$ cat src/rtl/hog_pkg.sv
// Shared types and sizing helpers for the HOG-to-SVM pixel feed path.
package hog_pkg;

  localparam int unsigned PIX_W_DEF = 8;

  typedef enum logic {
    IDLE,
    STREAM
  } state_t;

  function automatic int unsigned in_w(input int unsigned pix_w);
    return pix_w * 4;
  endfunction

  function automatic int unsigned n_word(input int unsigned w, input int unsigned h);
    return (w * h) / 4;
  endfunction

endpackage

$ cat src/rtl/pix_fifo.sv
// Prefetch FIFO: head word is visible on dout whenever not empty.
module pix_fifo #(
  parameter int unsigned W = 32,
  parameter int unsigned D = 4,
  localparam int unsigned AW = $clog2(D),
  localparam int unsigned OW = AW + 1
) (
  input  logic          clk,
  input  logic          rst,
  input  logic          clear,
  input  logic          push,
  input  logic          pop,
  input  logic [W-1:0]  din,
  output logic [W-1:0]  dout,
  output logic          empty,
  output logic          full,
  output logic [OW-1:0] occ
);

  logic [W-1:0]  mem_q [D];
  logic [AW-1:0] wr_q, wr_d;
  logic [AW-1:0] rd_q, rd_d;
  logic [OW-1:0] occ_q, occ_d;
  logic          do_push, do_pop;

  assign empty   = (occ_q == '0);
  assign full    = (occ_q == OW'(D));
  assign occ     = occ_q;
  assign dout    = mem_q[rd_q];
  assign do_push = push && !full;
  assign do_pop  = pop && !empty;

  always_comb begin
    wr_d  = wr_q;
    rd_d  = rd_q;
    occ_d = occ_q;
    if (clear) begin
      wr_d  = '0;
      rd_d  = '0;
      occ_d = '0;
    end else begin
      if (do_push) wr_d = wr_q + 1'b1;
      if (do_pop)  rd_d = rd_q + 1'b1;
      if (do_push && !do_pop)      occ_d = occ_q + 1'b1;
      else if (do_pop && !do_push) occ_d = occ_q - 1'b1;
    end
  end

  always_ff @(posedge clk or posedge rst) begin
    if (rst) begin
      wr_q  <= '0;
      rd_q  <= '0;
      occ_q <= '0;
    end else begin
      wr_q  <= wr_d;
      rd_q  <= rd_d;
      occ_q <= occ_d;
    end
  end

  always_ff @(posedge clk) begin
    if (do_push) mem_q[wr_q] <= din;
  end

endmodule

$ cat src/rtl/pix_feeder.sv
// Streams one frame of 4-pixel words from frame memory to the pipeline's
// request/ready handshake, prefetching through a small FIFO.
module pix_feeder
  import hog_pkg::*;
#(
  parameter int unsigned PIX_W  = PIX_W_DEF,
  parameter int unsigned IMG_W  = 640,
  parameter int unsigned IMG_H  = 480,
  parameter int unsigned FIFO_D = 4,
  localparam int unsigned IN_W   = in_w(PIX_W),
  localparam int unsigned N_WORD = n_word(IMG_W, IMG_H),
  localparam int unsigned MA_W   = $clog2(N_WORD)
) (
  input  logic            clk,
  input  logic            rst,
  input  logic            start,
  output logic            busy,
  output logic            frame_done,
  output logic            mem_rd,
  output logic [MA_W-1:0] mem_addr,
  input  logic [IN_W-1:0] mem_data,
  input  logic            request,
  output logic            ready,
  output logic [IN_W-1:0] i_data
);

  localparam int unsigned CNT_W = $clog2(N_WORD + 1);
  localparam int unsigned OCC_W = $clog2(FIFO_D) + 1;

  state_t           state_q, state_d;
  logic [CNT_W-1:0] issued_q, issued_d;
  logic [CNT_W-1:0] deliv_q, deliv_d;
  logic             inflight_q;
  logic             ready_q, ready_d;
  logic             done_q, done_d;
  logic [IN_W-1:0]  data_q, data_d;
  logic             rd_en;
  logic [OCC_W:0]   credit;

  logic             fifo_clear, fifo_push, fifo_pop;
  logic             fifo_empty, fifo_full;
  logic [IN_W-1:0]  fifo_dout;
  logic [OCC_W-1:0] fifo_occ;

  pix_fifo #(
    .W (IN_W),
    .D (FIFO_D)
  ) u_fifo (
    .clk   (clk),
    .rst   (rst),
    .clear (fifo_clear),
    .push  (fifo_push),
    .pop   (fifo_pop),
    .din   (mem_data),
    .dout  (fifo_dout),
    .empty (fifo_empty),
    .full  (fifo_full),
    .occ   (fifo_occ)
  );

  // Read data lands one cycle after the strobe; the credit check already
  // reserves its slot, so the full guard never actually blocks a push.
  assign fifo_push  = inflight_q && !fifo_full;
  assign credit     = {1'b0, fifo_occ} + (OCC_W+1)'(inflight_q);

  assign busy       = (state_q == STREAM);
  assign mem_rd     = rd_en;
  assign mem_addr   = issued_q[MA_W-1:0];
  assign ready      = ready_q;
  assign i_data     = data_q;
  assign frame_done = done_q;

  always_comb begin
    state_d    = state_q;
    issued_d   = issued_q;
    deliv_d    = deliv_q;
    ready_d    = 1'b0;
    done_d     = 1'b0;
    data_d     = data_q;
    fifo_clear = 1'b0;
    fifo_pop   = 1'b0;
    rd_en      = 1'b0;
    case (state_q)
      IDLE: begin
        if (start) begin
          state_d    = STREAM;
          issued_d   = '0;
          deliv_d    = '0;
          fifo_clear = 1'b1;
        end
      end
      STREAM: begin
        rd_en = (issued_q < CNT_W'(N_WORD)) && (credit < (OCC_W+1)'(FIFO_D));
        if (rd_en) issued_d = issued_q + 1'b1;
        if (request && !fifo_empty) begin
          fifo_pop = 1'b1;
          ready_d  = 1'b1;
          data_d   = fifo_dout;
          deliv_d  = deliv_q + 1'b1;
          done_d   = (deliv_q == CNT_W'(N_WORD - 1));
        end
        // done_q marks the cycle of the last ready; leave on the next edge.
        if (done_q) state_d = IDLE;
      end
      default: state_d = IDLE;
    endcase
  end

  always_ff @(posedge clk or posedge rst) begin
    if (rst) begin
      state_q    <= IDLE;
      issued_q   <= '0;
      deliv_q    <= '0;
      inflight_q <= 1'b0;
      ready_q    <= 1'b0;
      done_q     <= 1'b0;
      data_q     <= '0;
    end else begin
      state_q    <= state_d;
      issued_q   <= issued_d;
      deliv_q    <= deliv_d;
      inflight_q <= rd_en;
      ready_q    <= ready_d;
      done_q     <= done_d;
      data_q     <= data_d;
    end
  end

endmodule

$ cat config.mk
export PLATFORM = sky130hd
export DESIGN_NAME = pix_feeder
export DESIGN_NICKNAME = d
export VERILOG_FILES = /design/src/rtl/hog_pkg.sv /design/src/rtl/pix_fifo.sv /design/src/rtl/pix_feeder.sv
export SDC_FILE = /design/constraint.sdc
export NUM_CORES = 1
export LEC_CHECK = 0
export ABC_AREA = 1
export CAP_MARGIN = 25
export CORE_MARGIN = 3
export CORE_UTILIZATION = 30
export DETAILED_ROUTE_END_ITERATION = 10
export SYNTH_ARGS = -nofsm -noshare
export SYNTH_HDL_FRONTEND = slang
export SYNTH_SLANG_ARGS = --single-unit
$ cat constraint.sdc
create_clock -name clk -period 3.7 [get_ports clk]
set_input_delay 0.37 -clock clk [delete_from_list [all_inputs] [get_ports clk]]
set_output_delay 0.37 -clock clk [all_outputs]
set_load 0.005 [all_outputs]
==> run_results.csv, run 1 <==
group,metric,value,unit
outcome,status,"complete, no violations",
setup_path,crit_slowest_cell,"dfrtp_1",
timing,worst_pin_slew,0.822,ns
place,port_buffers,88,
global_routing,grt_max_degree,66,
floorplanning,io_pins,89,
setup_path,startpoint,"busy$_DFF_PP0_",
final_layout,multiInputGateArea,2540,um2
synthesis,ys_seq_area_share,66.4,%
global_routing,grt_pass1_wl,32.1,mm
clock_tree,postCtsSetupRepairBufs,0,
setup_path,critPathMaxFanout,13,
global_routing,antenna_found_initial,0,
synthesis,synth-seq-cells,205,
drt,wire_per_inst,15.3,um
clock_tree,h-tree-depth,1,
worst_hold_path,hold_path_class,"input port to asynchronous set/reset pin",
floorplanning,core,28200,um2
synthesis,syn_inst,814,
clock_tree,clock_path_buffers,3,
synthesis,synth_nets,857,
floorplanning,die_h,176,um
run,drv_cap,0,
place,place.gp.congestion,0.799,
final_layout,antenna_cells,0,
setup_path,required,3.33,ns
clock_tree,cts.clk_slew.worst_paths,0.06,ns
setup_path,worst-setup-path-type,"register to output port",
setup_path,worstSetupStartpointType,"register",
timing,tns,0,ns
clock_tree,cts_root_buf,"clkbuf_16",
final_layout,drive_above_1_share,9.85,%
final_layout,num-fill-cells,2708,
synthesis,syn_area,8680,um2
power,peakVddDrop,0.000286,V
timing,finalSetupViolCount,0,
timing,max_freq,0.385,GHz
clock_tree,cts_tree,"done",
power,powerDensity,458,nW/um2
global_routing,grt-ovfl-total,0,
drt,drc,0,
final_layout,area.growth.synth_to_final,24.7,%
setup_path,end_kind,"output port",
clock_tree,cts_made_buffers,23,
timing,grt_setup_unrepaired,"false",
power,p_leak,0.00436,uW
place,place_hpwl,12.5,mm
timing,slew_headroom,45.2,%
clock_tree,clk_latency,0.52,ns
timing,holdWs,0.315,ns
synthesis,yosysUniqueCellTypes,40,
synthesis,yosys_warnings,0,
drt,dr.first_iter.drc_count,454,
drt,firstDrtPassIters,5,
drt,via_per_inst,4.68,
clock_tree,hold_buffers,0,
timing,finalHoldViolCount,0,
floorplanning,start_util,30.8,%
drt,ant_nets,0,
setup_path,crit_arrival,2.23,ns
setup_path,reg2reg_from,"busy$_DFF_PP0_",
final_layout,nNetsFinal,951,
setup_path,crit_chain,"nand3_1 -> a21oi_1 -> clkdlybuf4s50_1",
timing,report.final.slew_viol_count,0,
timing,finClkSkew,0.0170,ns
floorplanning,fp.dieW,176,um
synthesis,syn_area_per_cell,10.7,um2
clock_tree,clkSinkCount,205,
global_routing,grt_pass1_vias,5983,
floorplanning,die_area,31000,um2
final_layout,final-seq-area,5770,um2
timing,post-route-period-util,70.3,%
setup_path,critical-path-max-stage-delay,0.69,ns
timing,fin_crit,2.60,ns
clock_tree,cts.repair.resized,0,
floorplanning,row_count,61,
drt,drt-total-wl,19.9,mm
global_routing,grt_usage,12.8,%
drt,num_vias,6089,
==> metrics by stage <==
step / setup WS, ns / total power (uW) / area [um2] / cells / util, %
global placement: 1.44 / 2560 / 9940 / 1258 / 35.3
detailed placement: 1.44 / 2560 / 10000 / 1261 / 35.5
global route: 1.03 / 5100 / 10800 / 1302 / 38.5
CTS: 1.11 / 5020 / 10800 / 1302 / 38.5
floorplan: 1.26 / 2500 / 8680 / 814 / -
finish: 1.10 / 4960 / 10800 / 1302 / 38.5
==> Yosys cell counts (all sizes together) <==
| cell | number | share of area, % |
|---|---|---|
| a31oi | 1 | 0.072 |
| and2 | 1 | 0.072 |
| a21oi | 12 | 0.69 |
| nor2 | 115 | 5.4 |
| a22oi | 1 | 0.086 |
| nor3 | 3 | 0.23 |
| nand3b | 3 | 0.26 |
| nand3 | 36 | 2.3 |
| nor4 | 1 | 0.072 |
| fa | 1 | 0.23 |
| nand2 | 212 | 9.8 |
| o31ai | 1 | 0.086 |
| a2bb2oi | 1 | 0.10 |
| nand4 | 11 | 0.79 |
| a22o | 1 | 0.10 |
| ha | 6 | 0.86 |
| inv | 49 | 2.2 |
| edfxtp | 128 | 44 |
| or2 | 2 | 0.14 |
| o22ai | 31 | 2.2 |
| xor2 | 2 | 0.20 |
| o21ai | 83 | 5.0 |
| clkbuf | 13 | 0.56 |
| buf | 21 | 1.9 |
| o21bai | 2 | 0.17 |
| dfrtp | 77 | 22 |
==> cells in the final DEF (no fill, tap or decap), types with 2 or more instances in the layout <==
master           Yosys  routed
clkbuf_16            0      23
xor2_1               2       2
clkbuf_1            13       3
dfrtp_1             77      76
edfxtp_1           128     128
o21ai_1              3       3
nor2_4               4       8
nor2_2               2       2
a21oi_1             12      12
nand3b_1             3       3
inv_1               46      45
nand3_1             33      33
buf_4                7      12
o21ai_2              4       4
nand3_2              2       2
o22ai_1             31      31
nand2_1            198     198
nand2_2             10      10
bufinv_16            0       5
clkinvlp_4           0       2
clkinv_2             0       5
buf_12               1       2
nand2_4              4       4
or2_2                2       2
inv_2                2       2
clkdlybuf4s50_1      0      88
nand4_1             11      11
ha_1                 6       6
nor2_1             109     105
o21ai_0             76      76
nor3_1               2       2
o21bai_1             2       2
==> worst paths after layout <==
| path | slack, ns | to | depth (start not counted) |
|---|---|---|---|
| worst min register to register | 0.48 | i_data[11]$_DFFE_PP0N_ | 2 |
| worst min-delay path | 0.32 | ready$_DFF_PP0_ | 2 |
| min in group clk | 0.48 | i_data[11]$_DFFE_PP0N_ | 2 |
| worst max register to register | 1.51 | deliv_q[7]$_DFFE_PP0P_ | 6 |
| worst max-delay path | 1.10 | mem_rd | 3 |
| max in group asynchronous | 2.60 | i_data[29]$_DFFE_PP0N_ | 3 |
==> cell type report <==
type	instances	share of cell area [%]
flip-flops and latches	205	53.3
multi-input cells	526	23.4
inverters	49	1.76
repair buffers	103	9.59
well taps	378	4.37
clock inverters	14	2.03
clock buffers	27	5.54
==> where the power goes <==
part / leakage [uW] / switching (uW) / internal, uW
sequential: 0.00212 / 0 / 2440
combinational: 0.00184 / 38.4 / 34.3
clock: 0.000398 / 924 / 1520
total: 0.00436 / 963 / 3990
==> sequential cells by signal (all words and copies together) (netlist names) <==
name / count
busy: 1
deliv_q: 17
frame_done: 1
i_data: 32
inflight_q: 1
mem_addr: 17
ready: 1
u_fifo.mem_q: 128
u_fifo.occ: 3
u_fifo.rd_q: 2
u_fifo.wr_q: 2
==> metal layers <==
metal,part of all wire [%],track usage [%],vias up,wire length (um)
met5,0,0,-,0
met3,5.4,2.43,31,1080
met1,46,17.5,2939,9090
met4,1.9,3.20,0,373
li1,-,-,2964,-
met2,47,21.1,155,9360
==> cells by family after synthesis <==
kind of cell,count (synthesis),synth area share [%]
AND/OR/NAND/NOR,384,19.1
AO/OA/AOI/OAI,133,8.50
buffers and inverters,83,4.68
adder cells (fa/ha/maj),7,1.09
XOR/XNOR,2,0.202
flip-flops,205,66.4
==> critical path: cells and delay by family, from the launching register on <==
kind / cells / cell delay, ns
DFF: 1 / 0.69
AOI/OAI and AO/OA: 1 / 0.27
buffers and inverters: 1 / 0.56
and+or+nand+nor: 1 / 0.21
Power figures use the tool's default switching activity.
==> run 2, diff against run 1 <==
- clock period: 3.7 -> 2.2 ns (I/O delays scaled with it)
==> run_results.csv, run 2 (synthesis results as in run 1) <==
group,metric,value,unit
final_layout,fin_util,38.8,%
timing,grt_setup_unrepaired,"false",
drt,dr.first_iter.drc_count,403,
floorplanning,row_count,61,
setup_path,r2r_setup_slack,0.24,ns
power,switchingPower,1620,uW
setup_path,startpoint,"u_fifo.occ[0]$_DFFE_PP0P_",
place,port_buffers,88,
setup_path,critPathMaxFanout,4,
power,peakVddDrop,0.000507,V
floorplanning,die_h,176,um
setup_path,crit_slowest_cell,"dfrtp_1",
floorplanning,io_pins,89,
timing,report.final.slew_viol_count,0,
timing,finalSetupViolCount,0,
place,dpl_cell_area,10100,um2
final_layout,largest_register,"u_fifo.mem_q",
setup_path,path_buf_inv,2,
setup_path,reg2reg_from,"u_fifo.occ[0]$_DFFE_PP0P_",
outcome,status,"complete, no violations",
worst_hold_path,hold_path_class,"input port to asynchronous set/reset pin",
floorplanning,fp.dieW,176,um
clock_tree,cts_tree,"done",
drt,wl_met1,9.28,mm
clock_tree,cts_made_buffers,24,
global_routing,grt_pass1_vias,5885,
timing,fin_crit,1.96,ns
clock_tree,h-tree-depth,1,
setup_path,crit_chain,"nor2_1 -> nand2_1 -> nand2_4 -> inv_2 -> nand2_1 -> inv_1 -> fa_1 -> xor2_1 -> nand3b_1 -> nand2_1 -> nand3_1 -> nand2_1",
clock_tree,cts_root_buf,"clkbuf_16",
place,place.gp.congestion,0.780,
power,p_sw_share,19.7,%
setup_path,worstSetupStartpointType,"register",
final_layout,drive_above_1_share,10.6,%
clock_tree,clk_latency,0.53,ns
final_layout,largest_reg_flops,128,
timing,timing.final.ws_setup,0.242,ns
setup_path,worst-setup-path-type,"register to register",
global_routing,grt_max_degree,51,
drt,wire_per_inst,15.3,um
setup_path,crit_arrival,2.42,ns
floorplanning,start_util,30.8,%
timing,tns,0,ns
final_layout,nNetsFinal,959,
setup_path,end_kind,"register",
setup_path,reg2reg_depth,12,
power,p_leak,0.00441,uW
setup_path,cp_top_family,"simple AND/OR/NAND/NOR gates",
drt,drc,0,
timing,post-route-period-util,89.0,%
final_layout,antenna_cells,0,
power,pwr-share-clk,48.6,%
run,drv_cap,0,
drt,num_vias,6073,
drt,highest_layer,"met4",
clock_tree,clock_path_buffers,3,
clock_tree,cts.clk_slew.worst_paths,0.06,ns
final_layout,design_area,10900,um2
setup_path,cp.depth,12,
setup_path,required,2.66,ns
global_routing,antenna_found_initial,0,
drt,ant_nets,0,
power,sequentialPowerShare,49.8,%
place,place_hpwl,12.4,mm
setup_path,critical-path-max-stage-delay,0.40,ns
timing,finalHoldViolCount,0,
timing,worst_pin_slew,0.536,ns
drt,firstDrtPassIters,4,
global_routing,grt_pass1_wl,32.5,mm
clock_tree,clkSinkCount,205,
drt,wl_met3,781,um
timing,holdWs,0.0773,ns
timing,slew_headroom,64.3,%
global_routing,grt-ovfl-total,0,
floorplanning,core,28200,um2
final_layout,area.growth.synth_to_final,25.8,%
final_layout,final_cell_mix,"nand2_1 (198), edfxtp_1 (128), nor2_1 (105)",
power,p_int,6610,uW
power,powerDensity,753,nW/um2
setup_path,critPathMostFrequentCell,"nand2_1",
timing,finClkSkew,0.0105,ns
floorplanning,die_area,31000,um2
global_routing,grt_usage,13.0,%
final_layout,mostFrequentLayoutCell,"nand2_1",
drt,drt-total-wl,20.1,mm
timing,max_freq,0.511,GHz
drt,via_per_inst,4.63,
power,comb_power_share,1.5,%
place,dpl_worst_slack,0.142,ns
drt,met2_length,9.67,mm
## run 2: changes by cell type in the layout (fill, tap and decap cells not counted), moves of 2 or more
cell	previous run	this run
buf_12	2	7
buf_4	12	15
bufinv_16	5	3
clkbuf_1	3	8
dfrtp_1	76	74
dfrtp_2	1	3
## run 2: cell type report
type,count,area [um2]
multi-input combinational,526,2540
clock buffer,34,658
inverter,49,190
fill,2715,17200
clock inverter,10,151
tap,378,473
timing repair buffer,110,1140
sequential,205,5770
## run 2: power groups by stage
stage               clock network [uW]  logic (uW)  registers [uW]
floorplan                            0        20.6            4180
global route                      4260         141            4100
CTS                               4100         132            4100
detailed placement                   0         131            4180
finish                            4000         127            4100
global placement                     0         129            4180
## run 2: timing repair
action	CTS	global route
endpoints found under the setup margin	1	1
hold buffers	0	0
gates resized for setup	3	1
setup buffers	0	0
## run 2: final timing paths
| kind | endpoint |
|---|---|
| max in group asynchronous | u_fifo.rd_q[0]$_DFFE_PP0P_ |
| min in group clk | u_fifo.mem_q[0][6]$_DFFE_PP_ |
| setup reg to reg | u_fifo.occ[2]$_DFFE_PP0P_ |
| hold reg to reg | busy$_DFF_PP0_ |
| setup / recovery | u_fifo.occ[2]$_DFFE_PP0P_ |
| hold / removal | mem_addr[8]$_DFFE_PP0P_ |
## run 2: routing by layer
metal,global-route usage (%),up-vias
met4,2.94,0
met2,21.8,119
li1,-,2967
met3,2.19,25
met5,0,-
met1,17.8,2962
## run 2: tightest hold or removal path: cells and delay by family
| kind | cells | cell delay [ns] |
|---|---|---|
| buffers and inverters | 3 | 0.76 |
## run 2: per-stage QoR
stage | total power, uW | cells
2_1_floorplan | 4200 | 814
3_3_place_gp | 4300 | 1268
3_5_place_dp | 4310 | 1268
4_1_cts | 8330 | 1312
5_1_grt | 8500 | 1312
6_report | 8230 | 1312
